`src/rtl/mem_arbiter_if.sv`:
```
// mem_arbiter_if: bundle of every signal between the arbiter, its four
// requesters and the memory it drives.
//
// Signals:
//   req_valid[3:0]    requester -> arbiter  access request, held until accepted
//   req_wr_rd_s[3:0]  requester -> arbiter  op select per requester, 1=write 0=read
//   req_addr[31:0]    requester -> arbiter  packed 8-bit addresses, requester i at [8i+7:8i]
//   req_wr_data[31:0] requester -> arbiter  packed 8-bit write data, same packing
//   req_ready[3:0]    arbiter -> requester  one-hot combinational accept
//   rsp_valid[3:0]    arbiter -> requester  one-hot single-cycle completion pulse
//   rsp_rd_data[7:0]  arbiter -> requester  read data, 0 for writes
//   rsp_err           arbiter -> requester  timeout flag
//   mem_sel_en        arbiter -> memory     access strobe, held until acknowledged
//   mem_wr_rd_s       arbiter -> memory     1=write 0=read
//   mem_addr[7:0]     arbiter -> memory     access address
//   mem_wr_data[7:0]  arbiter -> memory     write data
//   mem_rd_data[7:0]  memory -> arbiter     read data, sampled with mem_ack
//   mem_ack           memory -> arbiter     access complete
//
// Modports:
//   master - the arbiter itself
//   slave  - the requesters and memory surrounding it
interface mem_arbiter_if;
    logic [3:0]  req_valid;
    logic [3:0]  req_wr_rd_s;
    logic [31:0] req_addr;
    logic [31:0] req_wr_data;
    logic [3:0]  req_ready;
    logic [3:0]  rsp_valid;
    logic [7:0]  rsp_rd_data;
    logic        rsp_err;
    logic        mem_sel_en;
    logic        mem_wr_rd_s;
    logic [7:0]  mem_addr;
    logic [7:0]  mem_wr_data;
    logic [7:0]  mem_rd_data;
    logic        mem_ack;

    modport master (
        input  req_valid, req_wr_rd_s, req_addr, req_wr_data, mem_rd_data, mem_ack,
        output req_ready, rsp_valid, rsp_rd_data, rsp_err,
               mem_sel_en, mem_wr_rd_s, mem_addr, mem_wr_data
    );

    modport slave (
        output req_valid, req_wr_rd_s, req_addr, req_wr_data, mem_rd_data, mem_ack,
        input  req_ready, rsp_valid, rsp_rd_data, rsp_err,
               mem_sel_en, mem_wr_rd_s, mem_addr, mem_wr_data
    );
endinterface

```
`src/rtl/mem_arbiter.sv`:
```
// mem_arbiter: round-robin arbiter that lets four requesters share a simple
// single-outstanding 8-bit memory bus. A two-state FSM (IDLE/ACCESS) accepts
// one request, holds the registered memory drive stable until the memory
// acknowledges, then returns a one-cycle response pulse to the requester
// that was granted.
//
// Ports:
//   clk    - single clock, all state on the rising edge
//   rst_n  - asynchronous active-low reset
//   bus    - mem_arbiter_if.master: requester handshake, response and
//            memory bus (see rtl/mem_arbiter_if.sv)
//
// Parameters:
//   NUM_REQ        - number of requesters, only 4 is supported
//   TIMEOUT_CYCLES - ACCESS cycles before an unacknowledged access is aborted
//
// Optional feature:
//   MEM_ARB_TIMEOUT_EN - when defined, an access that sees no mem_ack for
//   TIMEOUT_CYCLES cycles is aborted and answered with rsp_err=1. When not
//   defined, ACCESS waits for mem_ack forever and rsp_err is tied low.
module mem_arbiter #(
    parameter int NUM_REQ        = 4,
    parameter int TIMEOUT_CYCLES = 16
) (
    input  logic          clk,
    input  logic          rst_n,
    mem_arbiter_if.master bus
);

    typedef enum logic {
        IDLE   = 1'b0,
        ACCESS = 1'b1
    } state_t;

    state_t     state;
    state_t     state_next;
    logic [1:0] ptr;
    logic [1:0] grant;
    logic [1:0] winner;
    logic [1:0] cand;
    logic       any_req;
    logic       accept;
    logic       complete;
    logic       expire;
    logic       timeout_hit;
    logic [3:0] ready_vec;
    logic       sel_en_q;
    logic       wr_rd_s_q;
    logic [7:0] addr_q;
    logic [7:0] wr_data_q;
    logic [3:0] rsp_valid_q;
    logic [7:0] rsp_rd_data_q;

    if (NUM_REQ != 4) begin : g_bad_num_req
        $error("mem_arbiter supports NUM_REQ = 4 only");
    end
    if (TIMEOUT_CYCLES < 1) begin : g_bad_timeout
        $error("mem_arbiter needs TIMEOUT_CYCLES >= 1");
    end

    // Round-robin search starting at ptr. The loop runs from the farthest
    // candidate back to ptr itself so the nearest requesting index is the
    // last one written and therefore wins.
    always_comb begin
        winner  = ptr;
        any_req = 1'b0;
        cand    = ptr;
        for (int k = NUM_REQ - 1; k >= 0; k--) begin
            cand = ptr + 2'(k);
            if (bus.req_valid[cand]) begin
                winner  = cand;
                any_req = 1'b1;
            end
        end
    end

    // State register.
    always_ff @(posedge clk or negedge rst_n) begin
        if (!rst_n) begin
            state <= IDLE;
        end else begin
            state <= state_next;
        end
    end

    // Next-state and handshake decode. req_ready is gated with rst_n because
    // the state register already reads IDLE while reset is held, and nothing
    // may look accepted until reset has been released.
    always_comb begin
        state_next = state;
        accept     = 1'b0;
        complete   = 1'b0;
        expire     = 1'b0;
        ready_vec  = '0;
        case (state)
            IDLE: begin
                if (any_req) begin
                    ready_vec[winner] = rst_n;
                    accept            = 1'b1;
                    state_next        = ACCESS;
                end
            end
            ACCESS: begin
                if (bus.mem_ack) begin
                    complete   = 1'b1;
                    state_next = IDLE;
                end else if (timeout_hit) begin
                    expire     = 1'b1;
                    state_next = IDLE;
                end
            end
            default: begin
                state_next = IDLE;
            end
        endcase
    end

    // Datapath: latch the winner onto the memory bus at accept, hold it
    // through ACCESS, and turn the acknowledge (or abort) into a one-cycle
    // response pulse. Dropping mem_sel_en on completion and re-raising it
    // only on the next accept gives exactly one low cycle between accesses.
    always_ff @(posedge clk or negedge rst_n) begin
        if (!rst_n) begin
            ptr           <= 2'd0;
            grant         <= 2'd0;
            sel_en_q      <= 1'b0;
            wr_rd_s_q     <= 1'b0;
            addr_q        <= 8'h00;
            wr_data_q     <= 8'h00;
            rsp_valid_q   <= 4'b0000;
            rsp_rd_data_q <= 8'h00;
        end else begin
            rsp_valid_q <= 4'b0000;
            if (accept) begin
                ptr       <= winner + 2'd1;
                grant     <= winner;
                sel_en_q  <= 1'b1;
                wr_rd_s_q <= bus.req_wr_rd_s[winner];
                addr_q    <= bus.req_addr[{winner, 3'b000} +: 8];
                wr_data_q <= bus.req_wr_data[{winner, 3'b000} +: 8];
            end else if (complete || expire) begin
                sel_en_q      <= 1'b0;
                rsp_valid_q   <= 4'b0001 << grant;
                rsp_rd_data_q <= (complete && !wr_rd_s_q) ? bus.mem_rd_data : 8'h00;
            end
        end
    end

`ifdef MEM_ARB_TIMEOUT_EN
    localparam int CNT_W = $clog2(TIMEOUT_CYCLES + 1);

    logic [CNT_W-1:0] tmo_cnt;
    logic             rsp_err_q;

    // Counts completed ACCESS cycles; the last allowed cycle is
    // TIMEOUT_CYCLES-1, and an ack arriving on that same cycle still wins
    // because the FSM checks mem_ack before timeout_hit.
    always_ff @(posedge clk or negedge rst_n) begin
        if (!rst_n) begin
            tmo_cnt <= '0;
        end else if (accept) begin
            tmo_cnt <= '0;
        end else if (state == ACCESS) begin
            tmo_cnt <= tmo_cnt + CNT_W'(1);
        end
    end

    assign timeout_hit = (tmo_cnt == CNT_W'(TIMEOUT_CYCLES - 1));

    // The error flag rides alongside the abort response pulse only.
    always_ff @(posedge clk or negedge rst_n) begin
        if (!rst_n) begin
            rsp_err_q <= 1'b0;
        end else begin
            rsp_err_q <= expire;
        end
    end

    assign bus.rsp_err = rsp_err_q;
`else
    assign timeout_hit = 1'b0;
    assign bus.rsp_err = 1'b0;
`endif

    assign bus.req_ready   = ready_vec;
    assign bus.rsp_valid   = rsp_valid_q;
    assign bus.rsp_rd_data = rsp_rd_data_q;
    assign bus.mem_sel_en  = sel_en_q;
    assign bus.mem_wr_rd_s = wr_rd_s_q;
    assign bus.mem_addr    = addr_q;
    assign bus.mem_wr_data = wr_data_q;

endmodule
```
`src/flat_wrapper.sv`:
```
// flat-port wrapper written by rule: the top's interface ports become plain ports
module mem_arbiter_flat 
#(
    parameter int NUM_REQ        = 4,
    parameter int TIMEOUT_CYCLES = 16
)
  (clk, rst_n, bus_req_valid, bus_req_wr_rd_s, bus_req_addr, bus_req_wr_data, bus_mem_rd_data, bus_mem_ack, bus_req_ready, bus_rsp_valid, bus_rsp_rd_data, bus_rsp_err, bus_mem_sel_en, bus_mem_wr_rd_s, bus_mem_addr, bus_mem_wr_data);
  mem_arbiter_if bus_i ();
  input  logic clk;
  input  logic rst_n;
  input wire logic [$bits(bus_i.req_valid)-1:0] bus_req_valid;
  input wire logic [$bits(bus_i.req_wr_rd_s)-1:0] bus_req_wr_rd_s;
  input wire logic [$bits(bus_i.req_addr)-1:0] bus_req_addr;
  input wire logic [$bits(bus_i.req_wr_data)-1:0] bus_req_wr_data;
  input wire logic [$bits(bus_i.mem_rd_data)-1:0] bus_mem_rd_data;
  input wire logic [$bits(bus_i.mem_ack)-1:0] bus_mem_ack;
  output wire logic [$bits(bus_i.req_ready)-1:0] bus_req_ready;
  output wire logic [$bits(bus_i.rsp_valid)-1:0] bus_rsp_valid;
  output wire logic [$bits(bus_i.rsp_rd_data)-1:0] bus_rsp_rd_data;
  output wire logic [$bits(bus_i.rsp_err)-1:0] bus_rsp_err;
  output wire logic [$bits(bus_i.mem_sel_en)-1:0] bus_mem_sel_en;
  output wire logic [$bits(bus_i.mem_wr_rd_s)-1:0] bus_mem_wr_rd_s;
  output wire logic [$bits(bus_i.mem_addr)-1:0] bus_mem_addr;
  output wire logic [$bits(bus_i.mem_wr_data)-1:0] bus_mem_wr_data;
  assign bus_i.req_valid = bus_req_valid;
  assign bus_i.req_wr_rd_s = bus_req_wr_rd_s;
  assign bus_i.req_addr = bus_req_addr;
  assign bus_i.req_wr_data = bus_req_wr_data;
  assign bus_i.mem_rd_data = bus_mem_rd_data;
  assign bus_i.mem_ack = bus_mem_ack;
  assign bus_req_ready = bus_i.req_ready;
  assign bus_rsp_valid = bus_i.rsp_valid;
  assign bus_rsp_rd_data = bus_i.rsp_rd_data;
  assign bus_rsp_err = bus_i.rsp_err;
  assign bus_mem_sel_en = bus_i.mem_sel_en;
  assign bus_mem_wr_rd_s = bus_i.mem_wr_rd_s;
  assign bus_mem_addr = bus_i.mem_addr;
  assign bus_mem_wr_data = bus_i.mem_wr_data;
  mem_arbiter #(.NUM_REQ(NUM_REQ), .TIMEOUT_CYCLES(TIMEOUT_CYCLES)) u_core (.clk(clk), .rst_n(rst_n), .bus(bus_i));
endmodule
```
`config.mk`:
```
export PLATFORM = sky130hd
export DESIGN_NAME = mem_arbiter_flat
export DESIGN_NICKNAME = d
export VERILOG_FILES = /design/src/rtl/mem_arbiter_if.sv /design/src/rtl/mem_arbiter.sv /design/src/flat_wrapper.sv
export SDC_FILE = /design/constraint.sdc
export NUM_CORES = 1
export LEC_CHECK = 0
export CAP_MARGIN = 25
export CORE_UTILIZATION = 40
export CTS_BUF_LIST = sky130_fd_sc_hd__clkbuf_2
export DETAILED_ROUTE_END_ITERATION = 7
export PLACE_DENSITY = 0.87
export SYNTH_ARGS = -nofsm -noshare
export SYNTH_HDL_FRONTEND = slang
export SYNTH_SLANG_ARGS = --single-unit
export TNS_END_PERCENT = 10
```
`constraint.sdc`:
```
create_clock -name clk -period 4.97 [get_ports clk]
set_clock_uncertainty 0.15 [all_clocks]
set_input_delay 0.994 -clock clk [delete_from_list [all_inputs] [get_ports clk]]
set_output_delay 0.994 -clock clk [all_outputs]
set_load 0.02 [all_outputs]
```
# After elaboration in Yosys (flattened, before gate mapping)
# Index checks and enable logic that the tools add are counted.
# word_totals
regBits	35
in_bits	83
out_inout_bits	35
wordCells	63
# op_classes
add_sub_neg	4
n_lt_le_gt_ge	6
shifts	3
muxes	33
bitwise	3
n_reduce_logical	5
# ops
op	count
indexed part select 32 x 6 -> 8 bit	2
2-to-1 mux 1 bit	17
2-to-1 mux 4 bit	4
less-than comparator 2 x 3 -> 1 bit, second input constant	5
binary-select mux 1 bit (select 2 bit)	5
2-to-1 mux 2 bit	4
2-to-1 mux 8 bit	1
adder 2 x 1 -> 2 bit, second input constant	2
adder 2 bit, second input constant	2
AND 4 bit	1
<< shifter 1 x 2 -> 4 bit, first input constant	1
demux 1 bit (select 2 bit)	1
greater-or-equal comparator 2 x 1 -> 1 bit, second input constant	1
logical AND 1 bit	2
NOT 1 bit	2
one-hot mux 1 bit (2 select lines)	1
AND reduction 2 bit	1
nonzero test 2 bit	1
zero test 1 bit	1

# Logic depth before layout (Yosys ltp)
# Gate-level depths: netlist (run 1).
# logic_depth
depth_word	14
depth_mapped	7
ltp_nobuf	5

# Least setup slack after synthesis (run 1)
# OpenSTA, ideal clock, no wires.
# synth_timing
path_type	input port to output port
start	input port bus_req_valid[3]
end	output port bus_req_ready[1]
arrival_time_ps	2314
required_time_ps	3826
setup_slack_ps	1512
cell_stages	6
n_path_buf	2
cell_sequence	and2b_4 -> o21bai_2 -> nand3_1 -> buf_6 -> buf_6 -> nor3_1
# synth_between
elab_chain_cells	13
word_cells_on_any_way	24
cone_classes	2 x order compare; 20 x mux; 1 x bitwise; 1 x reduce/logical
# synth_rtl
item	line_no	source
start, declared	flat_wrapper.sv:11	input wire logic [$bits(bus_i.req_valid)-1:0] bus_req_valid;
binary-select mux 1 bit (select 2 bit)	mem_arbiter.sv:70	if (bus.req_valid[cand]) begin
2-to-1 mux 1 bit (not written as such)	mem_arbiter.sv:70	
2-to-1 mux 2 bit (4 in series)	mem_arbiter.sv:70	
less-than comparator 2 x 3 -> 1 bit (not written as such) or greater-or-equal comparator 2 x 1 -> 1 bit (tied branches)	mem_arbiter.sv:98	ready_vec[winner] = rst_n;
logical AND 1 bit (not written as such)	mem_arbiter.sv:98	
2-to-1 mux 1 bit (not written as such)	mem_arbiter.sv:98	
demux 1 bit (select 2 bit)	--	
AND 4 bit (no line)	--	
2-to-1 mux 4 bit *	mem_arbiter.sv:97	if (any_req) begin
2-to-1 mux 4 bit *	mem_arbiter.sv:95	case (state)
end, declared	flat_wrapper.sv:17	output wire logic [$bits(bus_i.req_ready)-1:0] bus_req_ready;
# Mark *: on every way between the ends. The rest lies on a longest branch, timed or not. The select of a mux whose other input is x is not followed.

# Worst setup path in the final report (run 1)
# layout_timing
start	input port bus_req_valid[3]
end	output port bus_req_ready[3]
# Same word-level chain as after synthesis.

==> results_dict.tcl, run 1 <==
set metrics [dict create \
    holdPathStages 2 \
    finalWeightedCongestion 0.814 \
    syn_inst 203 \
    p_switching_uw 572 \
    antenna_left 0 \
    worstSkewPairLatency_ns 0.39 \
    rsz0062_at_grt "no" \
    post_cts_resized 0 \
    swShare_pct 40.2 \
    period_needed_ns 4.27 \
    drv_cap 0 \
    hold_class "reg2reg" \
    cp_max_fo 7 \
    n_antenna_cell 0 \
    first_pass_iters 4 \
    dp_hpwl_microns 4640 \
    drc 0 \
    power.share.clock_pct 13.1 \
    combinationalPowerShare_pct 54.7 \
    setup_viol 0 \
    status "complete, no violations" \
    grt.overflow.total 0 \
    clkTransAtPathRegs_ns 0.17 \
    die_area_sq_um 5690 \
    cp_slowest_cell "clkdlybuf4s50_1" \
    path_cells "clkdlybuf4s50_1 > and3b_1 > a2111oi_4 > nor2_1 > nor3_1 > clkdlybuf4s50_1" \
    ys_ff_latch 35 \
    cp-start-kind "input pin" \
    die-height_microns 75.4 \
    fmax_ghz 0.234 \
    final_nets 400 \
    synth.net_count 286 \
    ys_seq_area_share_pct 40.6 \
    core_sq_um 5140 \
    yosysWarningCount 0 \
    area_growth_pct 57.8 \
    placed_cells 380 \
    power_density_nw_per_um2 418 \
    cts_max_path_buffers 2 \
    via_per_inst 5.27 \
    postCtsHoldBufs 0 \
    synth.distinct_cells 34 \
    slowest_delay_ns 0.64 \
    cts_buffers 5 \
    hold_violations 0 \
    post_cts_buffers 0 \
    layout-drive-gt1-share_pct 15.1 \
    dieWidth_microns 75.4 \
    p_leak_nw 1.33 \
    start_util_pct 42.0 \
    fin_hold_ws_ns 0.362 \
    rows 26 \
    wl_per_cell_microns 15.9 \
    clockRootBuffer "clkbuf_2" \
    tightest_slew_ns 1.07 \
    stdcell_count 388 \
    seq_power_share_pct 32.2 \
    reg2reg_depth 5 \
    total_power_mw 1.42 \
    netlist_area_sq_um 2160 \
    ir_drop_uv 237 \
    grt.total_usage_pct 22.2 \
    period_share_pct 85.9 \
    grt_pass1_wl_microns 9470 \
    drt_iter0_markers 28 \
    grt_max_degree 36 \
    relSlewSlack_pct 28.5 \
    cts.sinks 35 \
    finalSetupTns_ns 0 \
    internal_power_uw 851 \
    grt_pass1_vias 2030 \
    num_vias 2046 \
    cts_tree "done" \
    place_ws_ns 0.715 \
    antenna_found_initial 0 \
    portBuffers 116 \
    required_ns 3.83 \
    crit_type "in2out" \
    crit_path_frequent_cell "clkdlybuf4s50_1" \
    htreeDepth 2 \
    worstPathArrival_ns 3.13 \
    routed_wl_microns 6170 \
    final_max_slew_viol_count 0 \
    io_pins 118 \
    end_kind "primary output" \
    worst_slack_ns 0.700 \
    synth.avg_cell_area_sq_um 10.6 \
]
-- critical path: cells and delay by family --
family | cells | cell delay [ns]
buf+inv | 2 | 1.23
simple gates | 3 | 0.55
compound gates | 1 | 0.36
-- Yosys cell counts, drive strengths merged --
cell	n	area, sq um
and2b	1	10.0
nor2b	2	12.5
a21boi	1	7.51
clkbuf	5	18.8
nand2b	8	50.1
nand3	1	5.00
a2111oi	1	27.5
mux2i	18	180
o21ai	12	71.3
and3b	1	8.76
dfrtp	35	876
nor3b	2	15.0
conb	1	3.75
nor2	23	93.8
buf	10	100
o21a	2	15.0
nor4	1	6.26
xnor2	1	8.76
and3	1	7.51
nor3	6	30.0
nand2	13	48.8
a21oi	2	10.0
o21bai	1	11.3
and4	18	158
inv	1	3.75
or2	2	12.5
a211oi	34	365
-- power by group through the flow --
stage                     clock network, mW  logic (mW)  registers (mW)
final                                 0.187       0.778           0.458
after global routing                  0.207       0.838           0.475
after CTS                             0.192       0.784           0.459
after detailed placement                  0       0.781           0.466
after global placement                    0       0.760           0.460
after floorplan                           0       0.368           0.565
-- layout by cell type, fill, tap and decap left out, types with 2 or more instances in the layout --
master           count
clkdlybuf4s50_1    115
a211oi_1            12
o21ai_0              9
o21a_1               2
a211oi_2            22
mux2i_1             18
nor2b_1              2
a21oi_1              2
nand2b_1             8
nand2_1             13
nor3_1               6
nor3b_1              2
buf_4                6
clkbuf_2             5
and4_1              18
dfrtp_1             35
o21ai_2              3
nor2_1              21
-- final timing paths --
kind | startpoint | end | slack [ns]
worst max register to register | u_core.ptr[1] | u_core.bus.mem_wr_data[6] | 2.55
worst max-delay path | bus_req_valid[3] | bus_req_ready[3] | 0.70
min in group asynchronous | rst_n | u_core.state | 0.49
worst min-delay path | u_core.bus.rsp_rd_data[5] | u_core.bus.rsp_rd_data[5] | 0.36
max in group asynchronous | rst_n | u_core.bus.mem_addr[5] | 3.85
worst min register to register | u_core.bus.rsp_rd_data[5] | u_core.bus.rsp_rd_data[5] | 0.36
-- per-layer routing --
layer / routed length, microns / part of all wire (%) / GRT usage [%] / vias up
li1: - / - / - / 985
met1: 2510 / 41 / 25.8 / 967
met2: 3070 / 50 / 40.0 / 85
met3: 528 / 8.6 / 7.01 / 9
met4: 63 / 1.0 / 4.94 / 0
met5: 0 / 0 / 0 / -
-- cells by family (layout without fill, tap and decap cells) --
| kind of cell | Yosys count | after routing | share of synthesized area (%) |
|---|---|---|---|
| AO/OA/AOI/OAI | 53 | 53 | 23.6 |
| XOR/XNOR | 1 | 1 | 0.406 |
| buffers and inverters | 16 | 131 | 5.68 |
| flip-flops | 35 | 35 | 40.6 |
| multiplexers | 18 | 18 | 8.35 |
| other | 1 | 1 | 0.174 |
| AND/OR/NAND/NOR | 79 | 79 | 21.2 |
-- metrics by stage --
stage	util [%]	cell area, sq um
6_report	66.2	3400
3_5_place_dp	64.9	3330
5_1_grt	66.2	3400
3_3_place_gp	64.9	3330
2_1_floorplan	-	2160
4_1_cts	66.2	3400
-- cell type report --
type                    instances  area (sq um)
flip-flops and latches         35           876
repair buffers                122          1200
multi-input cells             152          1170
clock inverters                 3          43.8
fillers                       451          1740
clock buffers                   5          25.0
inverters                       1          3.75
well taps                      70          87.6
-- flip-flops by register name, indices dropped and copies added, names as in the netlist --
register	cells
u_core.bus.mem_wr_data	8
u_core.bus.mem_addr	8
u_core.bus.mem_wr_rd_s	1
u_core.bus.mem_sel_en	1
u_core.bus.rsp_rd_data	8
u_core.state	1
u_core.bus.rsp_valid	4
u_core.ptr	2
u_core.grant	2
Note: power is estimated with default switching activity, not from simulation.
==> run 2, diff against run 1 <==
--- a/config.mk
+++ b/config.mk
@@ -5,11 +5,13 @@
 export SDC_FILE = /design/constraint.sdc
 export NUM_CORES = 1
 export LEC_CHECK = 0
+export ABC_AREA = 1
 export CAP_MARGIN = 25
 export CORE_UTILIZATION = 40
 export CTS_BUF_LIST = sky130_fd_sc_hd__clkbuf_2
 export DETAILED_ROUTE_END_ITERATION = 7
-export PLACE_DENSITY = 0.87
+export DONT_BUFFER_PORTS = 1
+export PLACE_DENSITY = 0.59
 export SYNTH_ARGS = -nofsm -noshare
 export SYNTH_HDL_FRONTEND = slang
 export SYNTH_SLANG_ARGS = --single-unit
==> run 2 against run 1 <==
Critical path depth increased by 8. Flip-flop and latch count unchanged. Worst hold slack got worse by 0.23 ns. Register-to-register slack got worse by 0.36 ns. Fmax increased by 3.5%. Sequential share of layout area increased by 9.6 points. Combinational power increased by 79%. Setup slack improved by 0.14 ns. Sequential power increased by 43%. Cell count increased by 16%. Via count increased by 13%. First-iteration DRC count increased to 7.4 times the previous value. Highest routed layer unchanged.
==> results_dict.tcl, run 2 <==
set metrics [dict create \
    p_leak_nw 1.50 \
    rows 28 \
    synth-xor-area-share_pct 0 \
    dieWidth_microns 80.4 \
    grt_pass1_wl_microns 9780 \
    wl_met2_microns 3010 \
    placed_cells 443 \
    synth_top_family_by_area "simple AND/OR/NAND/NOR gates" \
    cts_buffers 5 \
    synthAdderAreaFrac_pct 0 \
    clockRootBuffer "clkbuf_2" \
    relSlewSlack_pct 56.5 \
    rsz0062_at_grt "no" \
    cp-start-kind "flip-flop" \
    finalWeightedCongestion 0.903 \
    postSynth.asyncResetShare_pct 100 \
    yosysTopAreaCell "dfrtp_1" \
    final_nets 458 \
    fill_cells 660 \
    stdcell_count 451 \
    clkTransAtPathRegs_ns 0.17 \
    synth_common_cells "nand2_1 (159), nand3_1 (75), inv_1 (52), dfrtp_1 (35), o21ai_0 (9)" \
    die_area_sq_um 6470 \
    dp_hpwl_microns 4630 \
    synth.top_cell.area_share_pct 35.6 \
    grt.overflow.total 0 \
    finalSetupTns_ns 0 \
    hold_violations 0 \
    first_pass_iters 4 \
    num_vias 2311 \
    total_power_mw 2.17 \
    drv_cap 0 \
    synth_ff_type "dfrtp_1" \
    tightest_slew_ns 0.652 \
    drc 0 \
    n_antenna_cell 0 \
    synth_mux_area_share_pct 0 \
    fmax_ghz 0.242 \
    synth.distinct_cells 28 \
    drt_iter0_markers 206 \
    cts_tree "done" \
    final_max_slew_viol_count 0 \
    post_cts_resized 0 \
    end_kind "primary output" \
    hold_class "in2async" \
    antenna_found_initial 0 \
    yosysWarningCount 0 \
    netlist_area_sq_um 2460 \
    grt_max_degree 38 \
    yosys.area_share.simple_pct 45.8 \
    syn_inst 386 \
    synth.net_count 469 \
    core_sq_um 5920 \
    cts_max_path_buffers 2 \
    period_needed_ns 4.13 \
    final_cell_mix "nand2_1 (159), nand3_1 (75), inv_1 (52)" \
    routed_wl_microns 6250 \
    dr_wl_met3_microns 523 \
    layout_commonest_cell "nand2_1" \
    fin_util_pct 41.8 \
    worstPathArrival_ns 2.98 \
    antenna_left 0 \
    synthTopCellsByArea "dfrtp_1 (36%), nand2_1 (24%), nand3_1 (15%)" \
    wl_per_cell_microns 13.8 \
    synth_edf_count 0 \
    start_util_pct 41.6 \
    layout-drive-gt1-share_pct 7.45 \
    wl_met1_microns 2630 \
    grt.total_usage_pct 19.9 \
    die-height_microns 80.4 \
    status "complete, no violations" \
    cp_max_fo 35 \
    crit_type "reg2out" \
    via_per_inst 5.12 \
    grt_pass1_vias 2061 \
    area_growth_pct 0.661 \
    top_layer_used "met4" \
    post_cts_buffers 0 \
    required_ns 3.83 \
    ir_drop_uv 326 \
    ys_ff_latch 35 \
    ys_seq_area_share_pct 35.6 \
    yosysMostFrequentCell "nand2_1" \
    cts.sinks 35 \
    setup_viol 0 \
    period_share_pct 83.0 \
    synth.avg_cell_area_sq_um 6.38 \
    synth_compound_area_share_pct 3.30 \
    power_density_nw_per_um2 876 \
    worstSkewPairLatency_ns 0.37 \
    portBuffers 0 \
    io_pins 118 \
    postCtsHoldBufs 0 \
    htreeDepth 2 \
]
## run 2: cell types whose count changed in the layout (fill, tap and decap cells not counted), sizes merged, moves of 2 or more
cell | previous run | this run
nand2 | 13 | 165
clkdlybuf4s50 | 115 | 0
nand3 | 1 | 77
inv | 1 | 59
a211oi | 34 | 0
and4 | 18 | 0
mux2i | 18 | 0
nor2 | 23 | 5
nand2b | 8 | 0
buf | 7 | 4
nor2b | 2 | 0
nor3b | 2 | 0
## run 2: worst paths after layout
kind	startpoint	endpoint	slack, ns	cells past startpoint
hold / removal	rst_n	u_core.bus.rsp_rd_data[3]	0.13	0
setup / recovery	u_core.ptr[0]	bus_req_ready[2]	0.84	14
hold reg to reg	u_core.grant[0]	u_core.bus.rsp_valid[0]	0.33	1
min in group clk	u_core.grant[0]	u_core.bus.rsp_valid[0]	0.33	1
setup reg to reg	u_core.ptr[0]	u_core.ptr[1]	2.19	11
max in group asynchronous	rst_n	u_core.grant[0]	4.45	0
## run 2: kinds of logic (layout without fill, tap and decap cells)
| group | after synthesis | after routing |
|---|---|---|
| AOI/OAI and AO/OA | 15 | 15 |
| and+or+nand+nor | 254 | 254 |
| other | 1 | 1 |
| DFF | 35 | 35 |
| buffers and inverters | 81 | 71 |
## run 2: where the power goes
| group | switching, mW | internal, mW |
|---|---|---|
| clock network | 0.0937 | 0.0339 |
| registers | 0.238 | 0.416 |
| logic | 0.959 | 0.429 |
## run 2: critical path, cell delays in order, from the launching register on
cell and delay [ns]:
dfrtp_1 0.71, inv_6 0.10, nand2_1 0.11, nand2_1 0.09, nand2_1 0.08, nand2_1 0.06, nand2_2 0.08, nand2_4 0.07
nand2_4 0.08, nand2_4 0.21, nand2_2 0.41, inv_4 0.06, nor2_4 0.11, nand2_1 0.08, nor2_1 0.34
## run 2: per-layer routing
layer	track usage, %	vias to the layer above
li1	-	1160
met2	34.0	112
met3	5.23	11
met5	0	-
met4	4.64	0
met1	24.8	1028
## run 2: area by class of cell
type / count / area (sq um) / share of cell area, %
tap: 75 / 93.8 / 3.79
sequential: 35 / 876 / 35.4
clock inverter: 2 / 7.51 / 0.303
clock buffer: 6 / 30.0 / 1.21
timing repair buffer: 4 / 30.0 / 1.21
multi-input combinational: 270 / 1210 / 48.9
inverter: 59 / 229 / 9.24
## run 2: per-stage QoR
step | setup slack (ns) | hold slack, ns | area, sq um
after global placement | 0.989 | 0.297 | 2440
final | 0.843 | 0.130 | 2480
after global routing | 0.533 | 0.0853 | 2480
after floorplan | 1.35 | 0.282 | 2460
after CTS | 0.822 | 0.107 | 2480
after detailed placement | 0.950 | 0.300 | 2440
==> run 3, diff against run 2 <==
--- a/config.mk
+++ b/config.mk
@@ -11,7 +11,7 @@
 export CTS_BUF_LIST = sky130_fd_sc_hd__clkbuf_2
 export DETAILED_ROUTE_END_ITERATION = 7
 export DONT_BUFFER_PORTS = 1
-export PLACE_DENSITY = 0.59
+export PLACE_DENSITY = 0.61
 export SYNTH_ARGS = -nofsm -noshare
 export SYNTH_HDL_FRONTEND = slang
 export SYNTH_SLANG_ARGS = --single-unit
==> constraint.sdc (replaced) <==
create_clock -name clk -period 3.65 [get_ports clk]
set_clock_uncertainty 0.15 [all_clocks]
set_input_delay 0.73 -clock clk [delete_from_list [all_inputs] [get_ports clk]]
set_output_delay 0.73 -clock clk [all_outputs]
set_load 0.02 [all_outputs]
==> run 3 against run 2 <==
Sequential power increased by 36%. Count of clock-buffer cells in the layout increased by 1. Highest routed layer unchanged. Non-clock buffer count increased by 8. Clock power increased by 40%. Design area increased by 3.4%. Power increased by 41%. Global-route usage increased by 0.39 points. Largest power group unchanged. Wire length increased by 0.59%. Critical path type unchanged. Flip-flop and latch count unchanged. Critical path depth decreased by 3. Register-to-register slack got worse by 1.0 ns.
==> results_dict.tcl, run 3 (synthesis results as in run 2) <==
set metrics [dict create \
    status "complete, no violations" \
    final_nets 466 \
    drv_cap 0 \
    stdcell_area_sq_um 2560 \
    die_area_sq_um 6470 \
    num_vias 2378 \
    n_antenna_cell 0 \
    clockRootBuffer "clkbuf_2" \
    grt_max_degree 36 \
    setup_viol 0 \
    layout_commonest_cell "nand2_1" \
    dieWidth_microns 80.4 \
    rsz0062_at_grt "no" \
    cp-start-kind "flip-flop" \
    io_pins 118 \
    cts.sinks 35 \
    p_leak_nw 1.55 \
    ir_drop_uv 507 \
    first_pass_iters 4 \
    period_share_pct 91.1 \
    clkTransAtPathRegs_ns 0.18 \
    period_needed_ns 3.33 \
    finalSetupTns_ns 0 \
    power_density_nw_per_um2 1190 \
    fmax_ghz 0.301 \
    start_util_pct 41.6 \
    crit_path_frequent_cell "nand2_1" \
    via_per_inst 5.18 \
    grt_pass1_wl_microns 10000 \
    finalWeightedCongestion 0.829 \
    end_kind "primary output" \
    worst_slack_ns 0.323 \
    portBuffers 0 \
    grt.overflow.total 0 \
    post_cts_buffers 0 \
    final_max_slew_viol_count 0 \
    cp_slowest_cell "dfrtp_2" \
    hold_violations 0 \
    area_growth_pct 4.12 \
    place_ws_ns 0.535 \
    grt.total_usage_pct 20.3 \
    path_cells "inv_6 > nand2_1 > nand3_1 > nand2_1 > inv_2 > nand3_1 > nand2_1 > nor2_4 > nand2_1 > nor2_1 > buf_4" \
    die-height_microns 80.4 \
    fin_util_pct 43.3 \
    cp.buffers_inverters 3 \
    htreeDepth 2 \
    cts_tree "done" \
    place_area_sq_um 2480 \
    worstPathArrival_ns 2.45 \
    final_cell_mix "nand2_1 (159), nand3_1 (75), inv_1 (52)" \
    hold_class "in2reg" \
    layout-drive-gt1-share_pct 10.2 \
    cts_max_path_buffers 2 \
    critPathTopFamily "simple AND/OR/NAND/NOR gates" \
    drc 0 \
    wl_per_cell_microns 13.7 \
    core_sq_um 5920 \
    rows 28 \
    drt_iter0_markers 138 \
    crit_type "reg2out" \
    fin_hold_ws_ns 0.293 \
    slowest_delay_ns 0.57 \
    required_ns 2.77 \
    dp_hpwl_microns 4670 \
    cts_buffers 5 \
    grt_pass1_vias 2194 \
    antenna_left 0 \
    worstSkewPairLatency_ns 0.37 \
    routed_wl_microns 6280 \
    fill_cells 637 \
    cp_max_fo 12 \
    antenna_found_initial 0 \
]
[run 3: final cells by class]
cell class	count	area [sq um]	area share [%]
multi-input combinational	270	1220	47.5
sequential	35	877	34.2
inverter	59	229	8.94
timing repair buffer	12	105	4.10
tap	75	93.8	3.66
clock buffer	7	35.0	1.37
clock inverter	1	5.00	0.195
[run 3: final timing paths]
check / from / to / slack [ns] / depth (start not counted)
setup / recovery: u_core.ptr[0] / bus_req_ready[2] / 0.32 / 11
hold / removal: bus_mem_ack / u_core.state / 0.29 / 1
setup reg to reg: u_core.ptr[0] / u_core.ptr[1] / 1.16 / 11
hold reg to reg: u_core.grant[0] / u_core.bus.rsp_valid[0] / 0.32 / 1
max in group asynchronous: rst_n / u_core.bus.mem_addr[4] / 2.52 / 2
min in group asynchronous: rst_n / u_core.bus.mem_addr[7] / 0.63 / 2
[run 3: where the power goes]
part / switching, mW / leakage, nW / internal, mW
logic: 1.35 / 1.08 / 0.642
registers: 0.319 / 0.437 / 0.568
clock network: 0.127 / 0.0330 / 0.0524
[run 3: timing repair]
action                                  in CTS  in global routing
endpoints found under the setup margin       0                  3
hold buffers                                 2                  0
gates resized for setup                      0                  2
endpoints found under the hold margin       35                  0
[run 3: per-layer routing]
metal	vias up	global-route usage, %	wire length [microns]
li1	1176	-	-
met2	93	35.4	3010
met3	12	5.11	471
met4	0	5.18	78
met1	1097	24.6	2730
met5	-	0	0
[run 3: stage by stage]
step | total power, mW | instances
2_1_floorplan | 2.54 | 386
3_5_place_dp | 2.89 | 449
3_3_place_gp | 2.86 | 449
5_1_grt | 3.42 | 459
4_1_cts | 3.09 | 459
6_report | 3.06 | 459
